===== src/rtl/syn_csb_slave_if.sv =====
// Request/response signal bundle between a CSB master and the CSB register slave.
interface syn_csb_slave_if;
  logic        mcsb2scsb_pvld;
  logic        mcsb2scsb_prdy;
  logic [62:0] mcsb2scsb_pd;
  logic        scsb2mcsb_valid;
  logic [31:0] scsb2mcsb_pd;
  logic        scsb2mcsb_error;
  logic        scsb2mcsb_wr_complete;
  logic        scsb2mcsb_wr_err;
  logic        scsb2mcsb_wr_rdat;

  modport master (
    output mcsb2scsb_pvld, mcsb2scsb_pd,
    input  mcsb2scsb_prdy, scsb2mcsb_valid, scsb2mcsb_pd, scsb2mcsb_error,
           scsb2mcsb_wr_complete, scsb2mcsb_wr_err, scsb2mcsb_wr_rdat
  );

  modport slave (
    input  mcsb2scsb_pvld, mcsb2scsb_pd,
    output mcsb2scsb_prdy, scsb2mcsb_valid, scsb2mcsb_pd, scsb2mcsb_error,
           scsb2mcsb_wr_complete, scsb2mcsb_wr_err, scsb2mcsb_wr_rdat
  );
endinterface


===== src/rtl/syn_csb_slave.sv =====
// CSB register-file slave: byte-enabled writes, fixed-latency read and
// non-posted write responses, one outstanding non-posted transaction.
module syn_csb_slave #(
  parameter int          NUM_REGS   = 16,
  parameter logic [21:0] BASE_ADDR  = 22'h0,
  parameter int          RD_LATENCY = 2,
  parameter int          WR_LATENCY = 1
) (
  input logic          clk,
  input logic          reset,
  syn_csb_slave_if.slave csb
);

  localparam int IDX_W = (NUM_REGS > 1) ? $clog2(NUM_REGS) : 1;

  typedef enum logic [1:0] {IDLE, RD_WAIT, WR_WAIT} state_t;

  state_t      state, state_nxt;
  logic [3:0]  cnt, cnt_nxt;
  logic [31:0] data_q, data_nxt;
  logic        err_q, err_nxt;
  logic        rd_pulse, wr_pulse;

  logic [31:0] regs [NUM_REGS];

  logic [1:0]       req_level;
  logic [3:0]       req_wrbe;
  logic             req_srcpriv;
  logic             req_nposted;
  logic             req_write;
  logic [31:0]      req_wdat;
  logic [21:0]      req_addr;
  logic [21:0]      offset;
  logic [IDX_W-1:0] idx;
  logic             hit;
  logic             accept;
  logic             unused_fields;

  assign {req_level, req_wrbe, req_srcpriv, req_nposted, req_write, req_wdat, req_addr} =
         csb.mcsb2scsb_pd;
  assign unused_fields = &{1'b0, req_level, req_srcpriv};

  // Offset arithmetic wraps at 22 bits, so addresses below BASE_ADDR miss.
  assign offset = req_addr - BASE_ADDR;
  assign idx    = offset[IDX_W-1:0];
  assign hit    = (offset < 22'(NUM_REGS));

  assign csb.mcsb2scsb_prdy    = (state == IDLE);
  assign csb.scsb2mcsb_wr_rdat = 1'b0;
  assign accept                = csb.mcsb2scsb_pvld & csb.mcsb2scsb_prdy;

  always_ff @(posedge clk or negedge reset) begin
    if (!reset) begin
      for (int r = 0; r < NUM_REGS; r++) regs[r] <= '0;
    end else if (accept && req_write && hit) begin
      for (int b = 0; b < 4; b++)
        if (req_wrbe[b]) regs[idx][8*b +: 8] <= req_wdat[8*b +: 8];
    end
  end

  always_comb begin
    state_nxt = state;
    cnt_nxt   = cnt;
    data_nxt  = data_q;
    err_nxt   = err_q;
    rd_pulse  = 1'b0;
    wr_pulse  = 1'b0;
    case (state)
      IDLE: begin
        if (accept) begin
          if (!req_write) begin
            state_nxt = RD_WAIT;
            cnt_nxt   = 4'(RD_LATENCY);
            data_nxt  = hit ? regs[idx] : 32'h0;
            err_nxt   = !hit;
          end else if (req_nposted) begin
            state_nxt = WR_WAIT;
            cnt_nxt   = 4'(WR_LATENCY);
            err_nxt   = !hit;
          end
        end
      end
      RD_WAIT, WR_WAIT: begin
        // The pulse is registered on the edge where the count hits 1, landing
        // exactly LATENCY cycles after the accepting edge.
        if (cnt == 4'd1) begin
          rd_pulse  = (state == RD_WAIT);
          wr_pulse  = (state == WR_WAIT);
          state_nxt = IDLE;
          cnt_nxt   = 4'd0;
        end else begin
          cnt_nxt = cnt - 4'd1;
        end
      end
      default: state_nxt = IDLE;
    endcase
  end

  always_ff @(posedge clk or negedge reset) begin
    if (!reset) begin
      state                     <= IDLE;
      cnt                       <= 4'd0;
      data_q                    <= 32'h0;
      err_q                     <= 1'b0;
      csb.scsb2mcsb_valid       <= 1'b0;
      csb.scsb2mcsb_pd          <= 32'h0;
      csb.scsb2mcsb_error       <= 1'b0;
      csb.scsb2mcsb_wr_complete <= 1'b0;
      csb.scsb2mcsb_wr_err      <= 1'b0;
    end else begin
      state                     <= state_nxt;
      cnt                       <= cnt_nxt;
      data_q                    <= data_nxt;
      err_q                     <= err_nxt;
      csb.scsb2mcsb_valid       <= rd_pulse;
      csb.scsb2mcsb_pd          <= rd_pulse ? data_q : 32'h0;
      csb.scsb2mcsb_error       <= rd_pulse & err_q;
      csb.scsb2mcsb_wr_complete <= wr_pulse;
      csb.scsb2mcsb_wr_err      <= wr_pulse & err_q;
    end
  end

endmodule


===== src/flat_wrapper.sv =====
// flat-port wrapper written by rule: the top's interface ports become plain ports
module syn_csb_slave_flat 
#(
  parameter int          NUM_REGS   = 16,
  parameter logic [21:0] BASE_ADDR  = 22'h0,
  parameter int          RD_LATENCY = 2,
  parameter int          WR_LATENCY = 1
)
  (clk, reset, csb_mcsb2scsb_pvld, csb_mcsb2scsb_pd, csb_mcsb2scsb_prdy, csb_scsb2mcsb_valid, csb_scsb2mcsb_pd, csb_scsb2mcsb_error, csb_scsb2mcsb_wr_complete, csb_scsb2mcsb_wr_err, csb_scsb2mcsb_wr_rdat);
  syn_csb_slave_if csb_i ();
  input logic clk;
  input logic reset;
  input wire logic [$bits(csb_i.mcsb2scsb_pvld)-1:0] csb_mcsb2scsb_pvld;
  input wire logic [$bits(csb_i.mcsb2scsb_pd)-1:0] csb_mcsb2scsb_pd;
  output wire logic [$bits(csb_i.mcsb2scsb_prdy)-1:0] csb_mcsb2scsb_prdy;
  output wire logic [$bits(csb_i.scsb2mcsb_valid)-1:0] csb_scsb2mcsb_valid;
  output wire logic [$bits(csb_i.scsb2mcsb_pd)-1:0] csb_scsb2mcsb_pd;
  output wire logic [$bits(csb_i.scsb2mcsb_error)-1:0] csb_scsb2mcsb_error;
  output wire logic [$bits(csb_i.scsb2mcsb_wr_complete)-1:0] csb_scsb2mcsb_wr_complete;
  output wire logic [$bits(csb_i.scsb2mcsb_wr_err)-1:0] csb_scsb2mcsb_wr_err;
  output wire logic [$bits(csb_i.scsb2mcsb_wr_rdat)-1:0] csb_scsb2mcsb_wr_rdat;
  assign csb_i.mcsb2scsb_pvld = csb_mcsb2scsb_pvld;
  assign csb_i.mcsb2scsb_pd = csb_mcsb2scsb_pd;
  assign csb_mcsb2scsb_prdy = csb_i.mcsb2scsb_prdy;
  assign csb_scsb2mcsb_valid = csb_i.scsb2mcsb_valid;
  assign csb_scsb2mcsb_pd = csb_i.scsb2mcsb_pd;
  assign csb_scsb2mcsb_error = csb_i.scsb2mcsb_error;
  assign csb_scsb2mcsb_wr_complete = csb_i.scsb2mcsb_wr_complete;
  assign csb_scsb2mcsb_wr_err = csb_i.scsb2mcsb_wr_err;
  assign csb_scsb2mcsb_wr_rdat = csb_i.scsb2mcsb_wr_rdat;
  syn_csb_slave #(.NUM_REGS(NUM_REGS), .BASE_ADDR(BASE_ADDR), .RD_LATENCY(RD_LATENCY), .WR_LATENCY(WR_LATENCY)) u_core (.clk(clk), .reset(reset), .csb(csb_i));
endmodule

===== config.mk =====
export PLATFORM = sky130hd
export DESIGN_NAME = syn_csb_slave_flat
export DESIGN_NICKNAME = d
export VERILOG_FILES = /design/src/rtl/syn_csb_slave_if.sv /design/src/rtl/syn_csb_slave.sv /design/src/flat_wrapper.sv
export SDC_FILE = /design/constraint.sdc
export NUM_CORES = 1
export LEC_CHECK = 0
export ABC_AREA = 1
export BUFFER_PORTS_ARGS = -buffer_cell sky130_fd_sc_hd__buf_2
export CAP_MARGIN = 30
export CORE_MARGIN = 4
export CORE_UTILIZATION = 35
export DETAILED_ROUTE_END_ITERATION = 6
export PLACE_DENSITY_LB_ADDON = 0.25
export REMOVE_ABC_BUFFERS = 1
export SETUP_SLACK_MARGIN = 0.5
export SYNTH_ARGS = -nofsm -noshare
export SYNTH_HDL_FRONTEND = slang
export SYNTH_SLANG_ARGS = --single-unit

===== constraint.sdc =====
create_clock -name clk -period 1.72 [get_ports clk]
set_clock_uncertainty 0.2 [all_clocks]
set_input_delay 0.086 -clock clk [delete_from_list [all_inputs] [get_ports clk]]
set_output_delay 0.086 -clock clk [all_outputs]
set_load 0.005 [all_outputs]

# After elaboration in Yosys (flattened, before gate mapping)
# Index checks and enable logic that the tools add are counted.
[word_totals] out_inout_bits=38 in_bits=66 ff_bits=587 wordCells=92
[op_classes] eq_ne=7 order_cmp=3 add_sub_neg=1 bitwise=5 reduce_logical=11 n_mux=40
[ops] operator="512-bit two-way mux" n=7
[ops] operator="512-bit bitwise mux" n=4
[ops] operator="32-bit demux with 4-bit select" n=4
[ops] operator="32-bit two-way mux" n=5
[ops] operator="32-bit binary-select mux with 4-bit select" n=1
[ops] operator="24-bit two-way mux" n=1
[ops] operator="22-bit by 5-bit < comparator with 1-bit output, second input constant" n=1
[ops] operator="16-bit two-way mux" n=1
[ops] operator="4-bit two-way mux" n=4
[ops] operator="3-bit AND reduction" n=4
[ops] operator="2-bit two-way mux" n=4
[ops] operator="8-bit two-way mux" n=1
[ops] operator="4-bit one-hot mux with 2 select lines" n=1
[ops] operator="1-bit two-way mux" n=6
[ops] operator="5-bit >= comparator, second input constant" n=1
[ops] operator="5-bit by 1-bit < comparator with 1-bit output, second input constant" n=1
[ops] operator="4-bit NOT with 5-bit output" n=1
[ops] operator="4-bit by 1-bit equality test with 1-bit output, second input constant" n=1
[ops] operator="2-bit by 1-bit != test with 1-bit output, second input constant" n=2
[ops] operator="2-bit one-hot mux with 2 select lines" n=1
[ops] operator="4-bit by 1-bit subtractor with 4-bit output, second input constant" n=1
[ops] operator="1-bit AND" n=3
[ops] operator="1-bit logical AND" n=3
[ops] operator="3-bit != test, second input constant" n=1
[ops] operator="other kinds (8)" n=8

# Depth between registers and ports, before layout
# Gate-level depths: netlist of the first run.
[logic_depth] depth_word=16 mapped_depth=13 mapped_depth_nobuf=10

# Worst setup path before layout of the first run
# OpenSTA, ideal clock, no wires.
[synth_path] kind="register -> register" start="reg u_core.state[0]" end="reg u_core.regs[280] (netlist bit)" n_path_buf=2 period_less_slack_ps=1935 setup_ps=118 required_ps=1402 t_arrival_ps=1618 path_stages_with_launch=12 path_slack_ps=-215 cell_sequence="dfrtp_1 -> inv_1 -> ha_1 -> nand2_1 -> inv_1 -> nand2_1 -> nor2_4 -> buf_6 -> buf_6 -> nand2_4 -> nand2_1 -> nand2_1"
[synth_between] elab_chain_len=4
[synth_rtl] item="start: declaration" line="syn_csb_slave.sv:18" rtl="state_t state, state_nxt;"
[synth_rtl] item="start signal: assignment" line="syn_csb_slave.sv:111" rtl="state <= state_nxt;"
[synth_rtl] item="2-bit zero test" line="syn_csb_slave.sv:48" rtl="assign csb.mcsb2scsb_prdy = (state == IDLE);"
[synth_rtl] item="named net csb_mcsb2scsb_prdy" line="flat_wrapper.sv:15" rtl="output wire logic [$bits(csb_i.mcsb2scsb_prdy)-1:0] csb_mcsb2scsb_prdy;"
[synth_rtl] item="1-bit AND" line="syn_csb_slave.sv:50" rtl="assign accept = csb.mcsb2scsb_pvld & csb.mcsb2scsb_prdy;"
[synth_rtl] item="1-bit logical AND (2 in series)" line="syn_csb_slave.sv:55" rtl="end else if (accept && req_write && hit) begin"
[synth_rtl] item="end signal: indexed assignment" line="syn_csb_slave.sv:57" rtl="if (req_wrbe[b]) regs[idx][8*b +: 8] <= req_wdat[8*b +: 8];"
[synth_rtl] item="end: declaration" line="syn_csb_slave.sv:24" rtl="logic [31:0] regs [NUM_REGS];"
# The timed path passes the listed nets, and every way through them passes these cells.
# A chain may end at the register's enable or synchronous reset.

# Final worst setup path of the first run
[layout_path] start="reg u_core.state[0]" end="reg u_core.regs[73] (netlist bit)"
[layout_between] elab_chain_len=4
[layout_rtl] item="2-bit zero test" line="syn_csb_slave.sv:48"
[layout_rtl] item="1-bit AND" line="syn_csb_slave.sv:50"
[layout_rtl] item="1-bit logical AND (2 in series)" line="syn_csb_slave.sv:55"
# No other way between the ends.

==> metrics.md, run 1 <==
| Metric | Value |
|---|---|
| Maximum clock path buffer count | `3` |
| Global-route wire length before repair | `158 mm` |
| Ant. Diodes | `0` |
| Outcome | `finished, violations left` |
| Nets | `4,925` |
| Die W | `304 µm` |
| Min Tclk post-route | `2.10 ns` |
| Failing checks | `hold timing, setup timing` |
| Post-synthesis xor/xnor area fraction | `0%` |
| Commonest non-fill, non-tap cells in the layout | `nand2_1 (2,288), dfrtp_1 (587), inv_1 (500), nand3_1 (485), buf_4 (198)` |
| Drt pass-1 iters | `5` |
| Synthesized netlist cell count | `4,550` |
| Worst Path Class, Setup | `flip-flop to flip-flop` |
| Setup WS post-layout | `-0.379 ns` |
| RSZ-0062 raised after global routing | `true` |
| Mux share of post-synthesis cell area | `0%` |
| DR WL/cell | `16.7 µm` |
| Worst-path clk slew | `0.06 ns` |
| Fraction of layout instances using a drive strength above 1 | `15.6%` |
| Post-Synth Adder-Cell Area | `0.204%` |
| I/O pins | `104` |
| Max cap viols | `0` |
| Initial antenna violation count | `0` |
| Cells after DPL | `5,835` |
| Non-Filler Instances | `6,058` |
| Warnings from Yosys | `0` |
| Largest family of logic cells by synthesized area | `simple AND/OR/NAND/NOR gates` |
| Area contributors post-synth | `dfrtp_1 (48%), nand2_1 (29%), nand3_1 (8.4%), inv_1 (6.2%), nor2_1 (2.1%)` |
| Hold WS | `-0.313 ns` |
| Pwr Density | `822 nW/µm²` |
| Worst skew pair latency | `0.63 ns` |
| Area Growth Syn to Fin | `27.6%` |
| Remaining global-route overflow | `0` |
| Crit path capture type | `flip-flop` |
| DRT Wirelength | `101 mm` |
| Vias in the first global route | `27,500` |
| Final hold violations | `249` |
| DP HPWL | `64.5 mm` |
| Commonest non-fill, non-tap cell in the layout | `nand2_1` |
| Worst EP arrival | `2.39 ns` |
| Synth area leader | `dfrtp_1` |
| IO Port Bufs | `99` |
| Simple-gate area share of the yosys netlist | `41.6%` |
| Worst min path class | `input port to flip-flop` |
| Full die area | `92,600 µm²` |
| Post-Synthesis Mean Instance Area | `6.75 µm²` |
| DR vias/cell | `4.75` |
| Max Slew Vio Count | `0` |
| Worst Path Required | `2.01 ns` |
| Leakage | `22.0 nW` |
| Filler instances | `8,883` |
| Max transition margin | `42.3%` |
| Synth Register Bits | `587` |
| DRC Markers | `0` |
| DR vias | `28,800` |
| GRT Util Overall | `21.2%` |
| Worst VDD drop | `0.563 mV` |
| Compound-Gate Fraction of Synth Area | `0.782%` |
| Gpl congestion | `0.838` |
| Initial core utilization | `35.4%` |
| Core Box Area | `86,900 µm²` |
| Post-Syn Area | `30,700 µm²` |
| Crit share post-route | `122%` |
| Worst-path maximum fanout | `8` |
| Largest net degree at the start of global routing | `86` |
| CTS root buf | `clkbuf_16` |
| # setup viols final | `616` |
| Area share of the largest cell type after synthesis | `47.8%` |
| CTS Sinks | `587` |
| Worst Max-Slew Pin Slew | `0.862 ns` |
| Die height | `304 µm` |
| Peak Freq | `476 MHz` |
| Unique cell type count in the Yosys netlist | `27` |
| Antenna-violating nets left | `0` |
| CP Launch Type | `flip-flop` |
| Seq/Total Area, Yosys | `47.8%` |
| CTS buffer count | `67` |
| # rows | `108` |
| H-Tree Depth | `3` |
| DR iter-0 viols | `2,545` |
| TritonCTS clock tree | `built` |
## worst paths after layout
kind,slack [ns],end,from,depth (start not counted)
max reg2reg,-0.38,u_core.regs[73],u_core.state[0],14
min,-0.31,u_core.state[0],csb_mcsb2scsb_pd[54],4
max,-0.38,u_core.regs[73],u_core.state[0],14
min in group asynchronous,-0.13,u_core.regs[460],reset,8
min reg2reg,0.27,u_core.regs[429],u_core.regs[429],2
max in group asynchronous,-0.18,u_core.regs[1],reset,10
## worst max-delay path, cell delays in order, from the launching register on
cell,delay [ns]
dfrtp_1,0.39
inv_2,0.09
ha_4,0.15
nand2_4,0.05
inv_4,0.06
nand2_4,0.05
nor2_4,0.15
buf_6,0.13
buf_12,0.10
buf_16,0.14
buf_16,0.15
buf_12,0.11
nand2_8,0.07
nand2_1,0.10
nand2_1,0.06
## cell usage after synthesis
| library cell | instances |
|---|---|
| nand2_1 | 2389 |
| dfrtp_1 | 587 |
| nand3_1 | 515 |
| inv_1 | 504 |
| nor2_1 | 172 |
| clkbuf_1 | 138 |
| buf_2 | 79 |
| nor2_2 | 50 |
| o21ai_0 | 41 |
| nand2_2 | 19 |
| buf_1 | 15 |
| nand2_4 | 10 |
| ha_1 | 5 |
| inv_2 | 5 |
| a21oi_1 | 4 |
| buf_6 | 4 |
| nor2_4 | 2 |
| nor3_1 | 2 |
| and2_1 | 1 |
| buf_4 | 1 |
| clkbuf_2 | 1 |
| clkinv_1 | 1 |
| conb_1 | 1 |
| nand4_1 | 1 |
| o22ai_1 | 1 |
| o32ai_1 | 1 |
| or2_0 | 1 |
## registers in the layout, indices dropped and copies added (netlist names)
name	flops
u_core.csb.scsb2mcsb_pd	32
u_core.csb.scsb2mcsb_error	1
u_core.csb.scsb2mcsb_wr_complete	1
u_core.csb.scsb2mcsb_valid	1
u_core.csb.scsb2mcsb_wr_err	1
u_core.state	2
u_core.err_q	1
u_core.regs	512
u_core.cnt	4
u_core.data_q	32
## cell type report
class	count	area, µm²	share of cell area [%]
clock inverter	26	289	0.737
clock buffer	92	1900	4.85
tap	1155	1450	3.69
sequential	587	14700	37.5
timing repair buffer	473	5030	12.8
multi-input combinational	3215	13900	35.5
inverter	510	1930	4.91
## stage by stage
stage	cell area (µm²)	util, %	TNS [ns]	power (mW)	setup slack (ns)
finish	39200	45.1	-165.03	32.2	-0.379
global route	39200	45.1	-224.95	33.5	-0.451
CTS	38000	43.8	-133.40	32.4	-0.336
detailed placement	34400	39.6	-178.61	17.5	-0.442
global placement	34400	39.6	-173.57	17.5	-0.395
floorplan	29700	-	-3515.33	15.6	-7.15
## metal layers
metal	GRT usage (%)	wire length [µm]	share of wire (%)
met5	0	0	0
met4	6.00	2430	2.4
met3	2.84	5470	5.4
met2	34.7	47300	47
met1	29.5	45800	45
## power by group
group          internal (mW)  total (mW)  switching [mW]
registers               13.9        13.9          0.0391
clock network           8.52        14.6            6.09
logic                   1.24        3.70            2.46
## cell families (layout without fill, tap and decap cells)
family                   count (synthesis)  after routing
AND/OR/NAND/NOR                       3162           3162
flip-flops                             587            587
other                                    1              1
adder cells (fa/ha/maj)                  5              5
AO/OA/AOI/OAI                           47             47
buffers and inverters                  748           1101
## repair_timing
| action | 4_1_cts | 5_1_grt |
|---|---|---|
| resized for setup | 124 | 170 |
| gates cloned | 9 | 11 |
| setup endpoints to repair | 623 | 661 |
| pin swaps | 5 | 62 |
| hold endpoints to repair | 1106 | 152 |
| buffers inserted | 21 | 19 |
| hold buffers | 44 | 1 |
Note: power is estimated with default switching activity, not from simulation.
==> run 2: changes to the inputs <==
Settings changed: TNS_END_PERCENT set to 30.
==> metrics.md, run 2 (synthesized netlist as in run 1, its figures left out) <==
| Metric | Value |
|---|---|
| Outcome | `finished, violations left` |
| Failing checks | `hold timing, setup timing` |
| Cells after DPL | `5,835` |
| Die height | `304 µm` |
| # rows | `108` |
| DR iter-0 viols | `2,589` |
| DP Area | `34,400 µm²` |
| Die W | `304 µm` |
| Global-route wire length before repair | `158 mm` |
| H-Tree Depth | `3` |
| Maximum clock path buffer count | `3` |
| Peak Freq | `477 MHz` |
| TritonCTS clock tree | `built` |
| Initial antenna violation count | `0` |
| Setup WS post-layout | `-0.377 ns` |
| Initial core utilization | `35.4%` |
| Worst skew pair latency | `0.63 ns` |
| Hold Path Stages | `4` |
| Worst min path class | `input port to flip-flop` |
| Worst-path maximum fanout | `8` |
| DR vias | `28,800` |
| Core Box Area | `86,900 µm²` |
| Crit path capture type | `flip-flop` |
| Worst VDD drop | `0.562 mV` |
| IO Port Bufs | `99` |
| Worst Max-Slew Pin Slew | `0.865 ns` |
| Leakage | `21.9 nW` |
| DR WL/cell | `16.6 µm` |
| Worst EP arrival | `2.44 ns` |
| Pwr Density | `824 nW/µm²` |
| Full die area | `92,600 µm²` |
| Area Growth Syn to Fin | `27.3%` |
| DR vias/cell | `4.75` |
| Worst r2r path cells | `13` |
| CP Launch Type | `flip-flop` |
| Largest registers | `u_core.regs (512), u_core.csb.scsb2mcsb_pd (32), u_core.data_q (32)` |
| CTS buffer count | `67` |
| Gpl congestion | `0.838` |
| Max cap viols | `0` |
| DRC Markers | `0` |
| Antenna-violating nets left | `0` |
| Hold WS | `-0.311 ns` |
| Largest net degree at the start of global routing | `86` |
| Max reg flops | `512` |
| RSZ-0062 raised after global routing | `true` |
| GRT Util Overall | `21.2%` |
| Final hold violations | `222` |
| Min Tclk post-route | `2.10 ns` |
| CTS root buf | `clkbuf_16` |
| Fraction of layout instances using a drive strength above 1 | `15.3%` |
| Ant. Diodes | `0` |
| Drt pass-1 iters | `5` |
| Design Area, Final | `39,100 µm²` |
| Worst Path Required | `2.06 ns` |
| Vias in the first global route | `27,500` |
| Hold path startpoint | `csb_mcsb2scsb_pd[54]` |
| Critical R2R Capture | `u_core.regs[40]` |
| DP HPWL | `64.5 mm` |
| Crit share post-route | `122%` |
| Final Util | `45.0%` |
| Worst Path Class, Setup | `flip-flop to flip-flop` |
| WHS Endpoint | `u_core.state[0]` |
| Non-Filler Instances | `6,058` |
| Max Slew Vio Count | `0` |
| Commonest non-fill, non-tap cells in the layout | `nand2_1 (2,291), dfrtp_1 (587), inv_1 (500), nand3_1 (495), buf_4 (201)` |
| Worst-path clk slew | `0.06 ns` |
| Worst r2r src | `u_core.state[0]` |
| Max transition margin | `42.1%` |
| Largest Register | `u_core.regs` |
| Remaining global-route overflow | `0` |
| Nets | `4,925` |
| I/O pins | `104` |
| CTS Sinks | `587` |
| Commonest non-fill, non-tap cell in the layout | `nand2_1` |
| # setup viols final | `618` |
| FF-to-FF setup slack | `-0.38 ns` |
| DRT Wirelength | `101 mm` |
run 2: cell counts in the layout (fill, tap and decap cells not counted):
Identical to the previous run, type by type.
run 2: worst max path at each step:
stage / startpoint / to / slack (ns) / depth (start not counted)
final: u_core.state[0] / u_core.regs[40] / -0.38 / 13
after floorplan: u_core.state[0] / u_core.regs[120] / -7.15 / 9
after detailed placement: u_core.state[1] / u_core.regs[311] / -0.44 / 11
after global routing: u_core.state[0] / u_core.regs[225] / -0.45 / 14
after global placement: u_core.state[1] / u_core.regs[371] / -0.39 / 11
after CTS: u_core.state[0] / u_core.regs[270] / -0.34 / 13
run 2: critical path, cell delays in order, from the launching register on:
cell,delay [ns]
dfrtp_1,0.39
inv_2,0.08
ha_4,0.15
nand2_4,0.05
inv_4,0.06
nand2_4,0.05
nor2_4,0.15
buf_6,0.13
buf_12,0.15
buf_12,0.16
buf_12,0.14
clkbuf_16,0.15
nand3_1,0.06
nand2_1,0.10
run 2: metrics by stage:
step,power (mW),worst slack [ns],setup TNS [ns]
floorplan,15.6,-7.15,-3515.33
global placement,17.5,-0.395,-173.57
detailed placement,17.5,-0.442,-178.61
CTS,32.4,-0.336,-133.40
global route,33.5,-0.451,-226.27
finish,32.2,-0.377,-164.20
run 2: per-layer routing:
layer  vias up  track usage (%)  wire [µm]
met5         -                0          0
met4         0             6.00       2510
met3       148             2.84       5310
met2       706             34.7      46900
met1     13700             29.5      46100
li1      14300                -          -
run 2: layout make-up:
type / count / area, µm²
Fill cell: 8903 / 47800
Sequential cell: 587 / 14700
Multi-Input combinational cell: 3215 / 13800
Timing Repair Buffer: 473 / 5020
Inverter: 510 / 1930
Clock buffer: 92 / 1900
Tap cell: 1155 / 1450
Clock inverter: 26 / 289
run 2: power breakdown:
group | switching [mW] | total [mW] | internal, mW
registers | 0.0401 | 13.9 | 13.9
clock network | 6.09 | 14.6 | 8.52
logic | 2.45 | 3.69 | 1.24
total | 8.58 | 32.2 | 23.6
run 2: what timing repair did:
| action | in CTS | in global routing |
|---|---|---|
| buffers inserted | 21 | 19 |
| hold buffers | 44 | 1 |
| resized for setup | 124 | 149 |
| gates cloned | 9 | 11 |
| endpoints found under the setup margin | 623 | 661 |
| pin swaps | 5 | 40 |
| endpoints found under the hold margin | 1106 | 150 |
